<file path="src/rtl/disp_pkg.sv">
// Shared types for the display arbiter: FSM state encoding, display modes,
// the idle display word and the owner-selection helper.
package disp_pkg;

   typedef enum logic [1:0] {
      ST_IDLE   = 2'd0,
      ST_OWN_A  = 2'd1,
      ST_OWN_B  = 2'd2,
      ST_SWITCH = 2'd3
   } disp_state_t;

   typedef enum logic {
      OWNER_A = 1'b0,
      OWNER_B = 1'b1
   } owner_t;

   localparam logic [1:0] MODE_HEX = 2'b00;
   localparam logic [1:0] MODE_OCT = 2'b01;
   localparam logic [1:0] MODE_DEC = 2'b10;

   typedef struct packed {
      logic [15:0] digits;
      logic [3:0]  dp;
      logic [1:0]  mode;
   } disp_word_t;

   localparam disp_word_t IDLE_PATTERN = '{digits: 16'h0000, dp: 4'b0000, mode: MODE_HEX};

   // Contention goes to whichever client did not own the display last.
   function automatic disp_state_t pick_owner(logic ra, logic rb, owner_t last);
      if (ra && rb) return (last == OWNER_B) ? ST_OWN_A : ST_OWN_B;
      if (ra) return ST_OWN_A;
      if (rb) return ST_OWN_B;
      return ST_IDLE;
   endfunction

endpackage

</file>
<file path="src/rtl/disp_scan_prescaler.sv">
// Scan-tick prescaler: counts 0..SCAN_DIV-1 and flags the terminal count
// as a one-cycle clkenable.
module disp_scan_prescaler #(
   parameter int unsigned SCAN_DIV = 50000
) (
   input  logic clock,
   input  logic areset,
   output logic clkenable
);

   localparam int unsigned CW = (SCAN_DIV > 2) ? $clog2(SCAN_DIV) : 1;
   localparam logic [CW-1:0] LAST = CW'(SCAN_DIV - 1);

   logic [CW-1:0] cnt;

   always_ff @(posedge clock or negedge areset) begin
      if (!areset)          cnt <= '0;
      else if (cnt == LAST) cnt <= '0;
      else                  cnt <= cnt + CW'(1);
   end

   assign clkenable = (cnt == LAST);

endmodule

</file>
<file path="src/rtl/disp_arbiter.sv">
// Two-client display arbiter with minimum hold and registered display path.
// Optional ownership timeout with re-request lockout: DISP_ARB_TIMEOUT_EN.
module disp_arbiter
   import disp_pkg::*;
#(
   parameter int unsigned SCAN_DIV      = 50000,
   parameter int unsigned HOLD_TICKS    = 16,
   parameter int unsigned TIMEOUT_TICKS = 4096
) (
   input  logic        clock,
   input  logic        areset,
   input  logic        req_a,
   input  logic        req_b,
   input  logic [15:0] data_a,
   input  logic [15:0] data_b,
   input  logic [3:0]  dpin_a,
   input  logic [3:0]  dpin_b,
   input  logic [1:0]  mode_a,
   input  logic [1:0]  mode_b,
   output logic        gnt_a,
   output logic        gnt_b,
   output logic [3:0]  d3,
   output logic [3:0]  d2,
   output logic [3:0]  d1,
   output logic [3:0]  d0,
   output logic        dp3,
   output logic        dp2,
   output logic        dp1,
   output logic        dp0,
   output logic [1:0]  mode,
   output logic        clkenable,
   output disp_state_t dbg_state
);

   localparam int unsigned HW = (HOLD_TICKS > 1) ? $clog2(HOLD_TICKS + 1) : 1;
   localparam logic [HW-1:0] HOLD_MAX = HW'(HOLD_TICKS);

   disp_state_t   state, nxt;
   owner_t        last_owner;
   logic [HW-1:0] hold_cnt;
   disp_word_t    disp;
   logic          eff_a, eff_b, timeout_hit;
   logic          owning;

   disp_scan_prescaler #(.SCAN_DIV(SCAN_DIV)) u_prescaler (
      .clock     (clock),
      .areset    (areset),
      .clkenable (clkenable)
   );

   assign owning = (state == ST_OWN_A) || (state == ST_OWN_B);

`ifdef DISP_ARB_TIMEOUT_EN
   localparam int unsigned TW = (TIMEOUT_TICKS > 1) ? $clog2(TIMEOUT_TICKS + 1) : 1;
   localparam logic [TW-1:0] TO_MAX = TW'(TIMEOUT_TICKS);

   logic [TW-1:0] to_cnt;
   logic          lock_a, lock_b;

   // A timed-out client stays locked out until its req is seen low once.
   always_ff @(posedge clock or negedge areset) begin
      if (!areset) begin
         to_cnt <= '0;
         lock_a <= 1'b0;
         lock_b <= 1'b0;
      end else begin
         if (!owning)                                 to_cnt <= '0;
         else if (clkenable && (to_cnt != TO_MAX))    to_cnt <= to_cnt + TW'(1);
         if (!req_a)                                  lock_a <= 1'b0;
         else if ((state == ST_OWN_A) && timeout_hit) lock_a <= 1'b1;
         if (!req_b)                                  lock_b <= 1'b0;
         else if ((state == ST_OWN_B) && timeout_hit) lock_b <= 1'b1;
      end
   end

   assign eff_a       = req_a & ~lock_a;
   assign eff_b       = req_b & ~lock_b;
   assign timeout_hit = (to_cnt == TO_MAX);
`else
   assign eff_a       = req_a;
   assign eff_b       = req_b;
   assign timeout_hit = 1'b0;
`endif

   always_comb begin
      nxt = state;
      case (state)
         ST_IDLE, ST_SWITCH: nxt = pick_owner(eff_a, eff_b, last_owner);
         ST_OWN_A: if (!req_a || timeout_hit || (eff_b && (hold_cnt == HOLD_MAX))) nxt = ST_SWITCH;
         ST_OWN_B: if (!req_b || timeout_hit || (eff_a && (hold_cnt == HOLD_MAX))) nxt = ST_SWITCH;
         default:  nxt = ST_IDLE;
      endcase
   end

   always_ff @(posedge clock or negedge areset) begin
      if (!areset) begin
         state      <= ST_IDLE;
         last_owner <= OWNER_B;
         hold_cnt   <= '0;
         gnt_a      <= 1'b0;
         gnt_b      <= 1'b0;
         disp       <= IDLE_PATTERN;
      end else begin
         state <= nxt;
         gnt_a <= (nxt == ST_OWN_A);
         gnt_b <= (nxt == ST_OWN_B);
         if ((state == ST_OWN_A) && (nxt == ST_SWITCH)) last_owner <= OWNER_A;
         if ((state == ST_OWN_B) && (nxt == ST_SWITCH)) last_owner <= OWNER_B;
         if (!owning)                                    hold_cnt <= '0;
         else if (clkenable && (hold_cnt != HOLD_MAX))   hold_cnt <= hold_cnt + HW'(1);
         // SWITCH and the IDLE->OWN edge keep the last word; only a return to IDLE blanks it.
         case (state)
            ST_OWN_A: disp <= '{digits: data_a, dp: dpin_a, mode: mode_a};
            ST_OWN_B: disp <= '{digits: data_b, dp: dpin_b, mode: mode_b};
            default:  if (nxt == ST_IDLE) disp <= IDLE_PATTERN;
         endcase
      end
   end

   assign {d3, d2, d1, d0}     = disp.digits;
   assign {dp3, dp2, dp1, dp0} = disp.dp;
   assign mode                 = disp.mode;
   assign dbg_state            = state;

endmodule

</file>
<file path="config.mk">
export PLATFORM = sky130hd
export DESIGN_NAME = disp_arbiter
export DESIGN_NICKNAME = d
export VERILOG_FILES = /design/src/rtl/disp_pkg.sv /design/src/rtl/disp_scan_prescaler.sv /design/src/rtl/disp_arbiter.sv
export SDC_FILE = /design/constraint.sdc
export NUM_CORES = 1
export LEC_CHECK = 0
export BUFFER_PORTS_ARGS = -buffer_cell sky130_fd_sc_hd__buf_2
export CAP_MARGIN = 20
export CORE_MARGIN = 2
export CORE_UTILIZATION = 54
export DETAILED_ROUTE_END_ITERATION = 16
export GPL_TIMING_DRIVEN = 0
export PLACE_DENSITY = 0.88
export SETUP_SLACK_MARGIN = 0.5
export SYNTH_ARGS = -nofsm -noshare
export SYNTH_HDL_FRONTEND = slang
export SYNTH_SLANG_ARGS = --single-unit
</file>
<file path="constraint.sdc">
create_clock -name clock -period 5.1 [get_ports clock]
set_clock_uncertainty 0.05 [all_clocks]
set_input_delay 0.765 -clock clock [delete_from_list [all_inputs] [get_ports clock]]
set_output_delay 0.765 -clock clock [all_outputs]
set_load 0.01 [all_outputs]
</file>
After elaboration in Yosys (flattened, before gate mapping):

Index checks and enable logic that the tools add are counted.

* register bits: 48
* input port bits: 48
* output and inout bits: 27
* logic and storage cells: 63

* add/sub/neg operators: 2
* equal/unequal tests: 10
* multiplexer cells: 26
* reductions and logical operators: 16

Operator list (number)
* $pmux 22 s2: 1
* $mux 22: 1
* $mux 2: 9
* $add 16x1->16 const B: 1
* $eq 16x16->1 const B: 1
* $mux 16: 1
* $mux 1: 11
* $mux 5: 2
* $eq 2x2->1 const B: 4
* $logic_and 1x1->1: 6
* $pmux 2 s3: 1
* $add 5x1->5 const B: 1
* $eq 5x5->1 const B: 1
* $ne 5x5->1 const B: 1
* $eq 2x1->1 const B: 2
* $logic_not 2->1: 2
* $logic_or 1x1->1: 3
* $reduce_bool 3->1: 1
* $logic_not 1->1: 2
* $ne 2x1->1 const B: 1
* $reduce_bool 2->1: 1
* $reduce_or 2->1: 1

Depth between registers and ports, before layout:

* word-level depth: 16
* depth in mapped cells: 7
* mapped depth without buffers: 6

Hierarchy:

Synthesis repeated with hierarchy kept, for this count alone.

* cells, all modules: 221
* area, all modules: 2312.2 um^2

By module, submodules not included
* disp_arbiter: instances 1, cells an instance 154, area an instance 1550.2 um^2, sequential area each 802.0 um^2
* disp_scan_prescaler: instances 1, cells an instance 67, area an instance 762.0 um^2, sequential area each 400.4 um^2

Least setup slack after synthesis:

OpenSTA, ideal clock, no wires.

* path type: register to output
* start point: register u_prescaler.cnt[13]
* end point: output clkenable
* data arrival time: 1.519 ns
* required time: 4.285 ns
* slack: 2.766 ns
* cell stages (with the launch flop): 4
* path buffers: 1
* cells stage by stage: dfrtp_1 > or4b_4 > nor4_4 > buf_2

* word-level cells in the longest chain between the ends: 1

Ends and longest elaborated chain
* from (decl): RTL line disp_scan_prescaler.sv:14 `logic [CW-1:0] cnt;`
* from (signal assigned): RTL line disp_scan_prescaler.sv:19 `else cnt <= cnt + CW'(1);`
* $eq 16x16->1: RTL line disp_scan_prescaler.sv:22 `assign clkenable = (cnt == LAST);`
* to (decl): RTL line disp_arbiter.sv:31 `output logic clkenable,`

Every way passes these cells.

Worst setup path after layout:

Ends and elaborated chain as after synthesis.

==> impl_metrics.prom <==
# TYPE chip_impl_metric gauge
chip_impl_info{name="worst_path_class_setup",value="flip-flop to output pin"} 1
chip_impl_metric{name="diodes",unit=""} 0
chip_impl_info{name="critical-path-slowest-cell",value="sky130_fd_sc_hd__or4b_4"} 1
chip_impl_metric{name="postSynth.asyncResetShare",unit=""} 1.00
chip_impl_metric{name="synth_compound_area_frac",unit=""} 0.166
chip_impl_metric{name="coreArea",unit="um^2"} 4060
chip_impl_info{name="critical_path.reg2reg.endpoint",value="hold_cnt[1]$_DFFE_PN0P_"} 1
chip_impl_metric{name="first_global_vias",unit=""} 2064
chip_impl_metric{name="cts_num_sinks",unit=""} 48
chip_impl_metric{name="initial_core_util",unit=""} 0.568
chip_impl_metric{name="cts.reportedPaths.clkPinSlew",unit="ns"} 0.09
chip_impl_metric{name="postCtsSetupRepairBufs",unit=""} 0
chip_impl_metric{name="timing.critical_path.fanout_max",unit=""} 10
chip_impl_metric{name="io_pins",unit=""} 75
chip_impl_metric{name="critical_path.max_stage_delay",unit="ns"} 0.56
chip_impl_metric{name="numPortBuffers",unit=""} 74
chip_impl_metric{name="synth-xor-area-share",unit=""} 0.0418
chip_impl_metric{name="global_route.overflow_total",unit=""} 0
chip_impl_metric{name="maxSlewHeadroom",unit=""} 0.638
chip_impl_info{name="synth_top_family_by_area",value="simple AND/OR/NAND/NOR gates"} 1
chip_impl_metric{name="synth.mux.area_fraction",unit=""} 0.0185
chip_impl_metric{name="post_synth_fa_ha_maj_area_fraction",unit=""} 0.0326
chip_impl_info{name="timing.critical_path.cells",value="or4b_4 > nor4_4 > buf_2 > buf_2"} 1
chip_impl_metric{name="drt.antenna.violating_nets",unit=""} 0
chip_impl_metric{name="number_of_flops_mapped_to_enable_cells_by_yosys",unit=""} 0
chip_impl_info{name="holdCritPathClass",value="primary input to async pin"} 1
chip_impl_metric{name="timing_worst_slew_pin_value",unit="ns"} 0.539
chip_impl_metric{name="fp.dieArea",unit="um^2"} 4800
chip_impl_metric{name="vdd.ir_drop.worst",unit="mV"} 0.298
chip_impl_metric{name="drt_pass1_iterations",unit=""} 5
chip_impl_metric{name="ys_warn_count",unit=""} 0
chip_impl_metric{name="area_growth",unit="%"} 24.9
chip_impl_metric{name="clock_path_buffers",unit=""} 2
chip_impl_metric{name="routed_wl",unit="um"} 5360
chip_impl_metric{name="clock_h_tree_levels",unit=""} 2
chip_impl_metric{name="worst-endpoint-arrival",unit="ns"} 2.29
chip_impl_metric{name="maximum_number_of_pins_on_one_net_before_global_route_repair",unit=""} 49
chip_impl_metric{name="grt_first_pass_wirelength",unit="um"} 9520
chip_impl_metric{name="synth_area",unit="um^2"} 2300
chip_impl_info{name="ys.flop_type",value="sky130_fd_sc_hd__dfrtp_1"} 1
chip_impl_metric{name="timing.final.crit_period",unit="ns"} 3.11
chip_impl_metric{name="worstSetupPathDepth",unit=""} 4
chip_impl_info{name="worst_setup_path_endpoint",value="clkenable"} 1
chip_impl_metric{name="layout.filler_cells",unit=""} 308
chip_impl_metric{name="p_leak",unit="nW"} 1.40
chip_impl_metric{name="grtUsageTotal",unit=""} 0.245
chip_impl_info{name="kind_of_end_point_of_the_critical_path",value="output pin"} 1
chip_impl_metric{name="mapped_avg_cell_area",unit="um^2"} 10.1
chip_impl_metric{name="detail_routed_net_length_per_standard_cell",unit="um"} 14.9
chip_impl_metric{name="number_of_cells_on_the_worst_reg_to_reg_path",unit=""} 5
chip_impl_metric{name="yosysSeqAreaShare",unit=""} 0.522
chip_impl_metric{name="holdBufCountCts",unit=""} 0
chip_impl_info{name="worst_r2r_startpoint",value="u_prescaler.cnt[13]$_DFF_PN0_"} 1
chip_impl_metric{name="synth_fp_nets",unit=""} 281
chip_impl_info{name="cts_tree",value="done"} 1
chip_impl_info{name="start_kind",value="flip-flop"} 1
chip_impl_metric{name="final_nets",unit=""} 363
chip_impl_metric{name="finalSetupViolations",unit=""} 0
chip_impl_metric{name="synthCells",unit=""} 227
chip_impl_metric{name="crit_buf_inv",unit=""} 2
chip_impl_metric{name="max_cap_violations",unit=""} 0
chip_impl_metric{name="timing.setup.tns",unit="ns"} 0
chip_impl_metric{name="via_count",unit=""} 1997
chip_impl_metric{name="vias_per_cell",unit=""} 5.55
chip_impl_metric{name="power_per_cell_area",unit="nW/um^2"} 488
chip_impl_metric{name="placement_setup_slack",unit="ns"} 2.34
chip_impl_info{name="grt_setup_unrepaired",value="false"} 1
chip_impl_metric{name="pins_over_slew_limit",unit=""} 0
chip_impl_metric{name="max_clock_freq",unit="GHz"} 0.322
chip_impl_info{name="outcome",value="completed"} 1
chip_impl_metric{name="die_width",unit="um"} 69.3
chip_impl_info{name="root_buffer",value="sky130_fd_sc_hd__clkbuf_8"} 1
chip_impl_metric{name="initial_antenna_violation_count",unit=""} 0
chip_impl_metric{name="placementRows",unit=""} 23
chip_impl_metric{name="gp_congestion",unit=""} 0.846
chip_impl_info{name="crit_top_cell",value="sky130_fd_sc_hd__buf_2"} 1
chip_impl_metric{name="yosysUniqueCellTypes",unit=""} 43
chip_impl_metric{name="die_height",unit="um"} 69.3
chip_impl_metric{name="clk_latency",unit="ns"} 0.31
chip_impl_metric{name="layout-drive-gt1-share",unit=""} 0.290
chip_impl_metric{name="worst-r2r-setup-slack",unit="ns"} 2.93
chip_impl_info{name="timing.critical_path.from",value="u_prescaler.cnt[13]$_DFF_PN0_"} 1
chip_impl_metric{name="final-hold-violation-count",unit=""} 0
chip_impl_metric{name="fin_ws",unit="ns"} 1.99
chip_impl_metric{name="final.period_utilization",unit=""} 0.609
chip_impl_metric{name="drt_iter0_markers",unit=""} 114
chip_impl_metric{name="critPathRequiredTime",unit="ns"} 4.28
chip_impl_metric{name="post_cts.resized_instances",unit=""} 0
chip_impl_metric{name="place_hpwl",unit="um"} 3810
chip_impl_info{name="critical_path.top_delay_family",value="simple AND/OR/NAND/NOR gates"} 1
chip_impl_metric{name="synth_simple_gate_area_frac",unit=""} 0.185
chip_impl_metric{name="post-route-drc-count",unit=""} 0
chip_impl_metric{name="synthesized_flop_and_latch_total",unit=""} 48
chip_impl_metric{name="cts_buffers",unit=""} 5
## cell type report
class | instances | area [um^2] | area share
inverters | 8 | 30.0 | 0.0104
clock inverters | 2 | 38.8 | 0.0135
multi-input cells | 158 | 1020 | 0.355
repair buffers | 75 | 390 | 0.136
plain buffers | 13 | 50.0 | 0.0174
well taps | 50 | 62.6 | 0.0217
flip-flops and latches | 48 | 1200 | 0.418
clock buffers | 6 | 82.6 | 0.0287
## metrics by stage
step	cells	hold slack (ns)	total power [W]	cell area (um^2)	utilization
final	360	0.214	0.00141	2880	0.709
after global routing	360	0.207	0.00152	2880	0.709
after CTS	359	0.424	0.00141	2860	0.704
after detailed placement	351	0.404	0.00112	2740	0.674
after global placement	351	0.388	0.00109	2740	0.674
after floorplan	227	0.375	0.000909	2300	-
## layout by cell type (no fill, tap or decap), types with 2 or more instances in the layout
cell type and n:
sky130_fd_sc_hd__nor2b_1 6, sky130_fd_sc_hd__ha_1 6, sky130_fd_sc_hd__nand2_1 29, sky130_fd_sc_hd__mux2i_1 2, sky130_fd_sc_hd__clkbuf_1 11, sky130_fd_sc_hd__nand3_1 5
sky130_fd_sc_hd__nand4b_1 2, sky130_fd_sc_hd__buf_2 75, sky130_fd_sc_hd__xnor2_1 5, sky130_fd_sc_hd__inv_1 8, sky130_fd_sc_hd__xor2_1 6, sky130_fd_sc_hd__and3_1 3
sky130_fd_sc_hd__mux2_1 2, sky130_fd_sc_hd__o21ai_0 25, sky130_fd_sc_hd__clkbuf_8 6, sky130_fd_sc_hd__dfrtp_1 47, sky130_fd_sc_hd__nand2b_1 3, sky130_fd_sc_hd__nand4_1 6
sky130_fd_sc_hd__nor2_1 13, sky130_fd_sc_hd__nor3b_1 2, sky130_fd_sc_hd__a22oi_1 22
## worst register-to-register path, stage by stage (launching register included)
cell                       delay [ns]
sky130_fd_sc_hd__dfrtp_1         0.42
sky130_fd_sc_hd__or4b_4          0.57
sky130_fd_sc_hd__nor4_4          0.49
sky130_fd_sc_hd__buf_2           0.33
sky130_fd_sc_hd__nand4b_1        0.14
sky130_fd_sc_hd__o31ai_1         0.08
## synthesized netlist by cell type (2+ instances only)
library cell	count	share of area
sky130_fd_sc_hd__a22oi_1	22	0.072
sky130_fd_sc_hd__and3_1	3	0.0081
sky130_fd_sc_hd__clkbuf_1	11	0.018
sky130_fd_sc_hd__dfrtp_1	47	0.51
sky130_fd_sc_hd__ha_1	6	0.033
sky130_fd_sc_hd__inv_1	8	0.013
sky130_fd_sc_hd__mux2_1	2	0.0098
sky130_fd_sc_hd__mux2i_1	2	0.0087
sky130_fd_sc_hd__nand2_1	29	0.047
sky130_fd_sc_hd__nand2b_1	3	0.0081
sky130_fd_sc_hd__nand3_1	5	0.011
sky130_fd_sc_hd__nand4_1	6	0.016
sky130_fd_sc_hd__nand4b_1	2	0.0076
sky130_fd_sc_hd__nor2_1	13	0.021
sky130_fd_sc_hd__nor2b_1	6	0.016
sky130_fd_sc_hd__nor3b_1	2	0.0065
sky130_fd_sc_hd__o21ai_0	25	0.054
sky130_fd_sc_hd__xnor2_1	5	0.019
sky130_fd_sc_hd__xor2_1	6	0.023
## layer usage
metal  vias to the layer above  global-route usage  share of wire
met2                        61               0.425           0.53
met3                         8              0.0581          0.051
li1                        966                   -              -
met4                         0              0.0697          0.013
met5                         -                   0              0
met1                       962               0.306           0.40
## cells by family (layout without fill, tap and decap cells)
logic type                 count (synthesis)  after routing
xor gates and xnor gates                  11             11
adders and majority gates                  6              6
AOI/OAI and AO/OA                         58             58
muxes                                      4              4
buffers and inverters                     21            104
and+or+nand+nor                           79             79
DFF                                       48             48
## worst min-delay path by stage
stage | from | to | slack [ns] | cells past startpoint
floorplan | u_prescaler.cnt[0]$_DFF_PN0_ | u_prescaler.cnt[0]$_DFF_PN0_ | 0.38 | 1
global placement | u_prescaler.cnt[0]$_DFF_PN0_ | u_prescaler.cnt[0]$_DFF_PN0_ | 0.39 | 1
detailed placement | u_prescaler.cnt[0]$_DFF_PN0_ | u_prescaler.cnt[0]$_DFF_PN0_ | 0.40 | 1
CTS | u_prescaler.cnt[0]$_DFF_PN0_ | u_prescaler.cnt[0]$_DFF_PN0_ | 0.42 | 1
global route | areset | u_prescaler.cnt[4]$_DFF_PN0_ | 0.21 | 1
finish | areset | u_prescaler.cnt[4]$_DFF_PN0_ | 0.21 | 1
## power breakdown
group / switching [W] / total [W] / internal [W] / leakage, nW
Sequential: 0.0000392 / 0.000503 / 0.000464 / 0.630
Combinational: 0.000382 / 0.000609 / 0.000226 / 0.713
Clock: 0.000133 / 0.000293 / 0.000160 / 0.0614
## state kept, by name, indices dropped and copies added, names as in the netlist
| name | count |
|---|---|
| dp2 | 1 |
| dbg_state | 2 |
| dp0 | 1 |
| gnt_b | 1 |
| d2 | 4 |
| u_prescaler.cnt | 16 |
| dp3 | 1 |
| last_owner | 1 |
| d1 | 4 |
| hold_cnt | 5 |
| mode | 2 |
| dp1 | 1 |
| gnt_a | 1 |
| d0 | 4 |
| d3 | 4 |
Note: power is estimated with default switching activity, not from simulation.
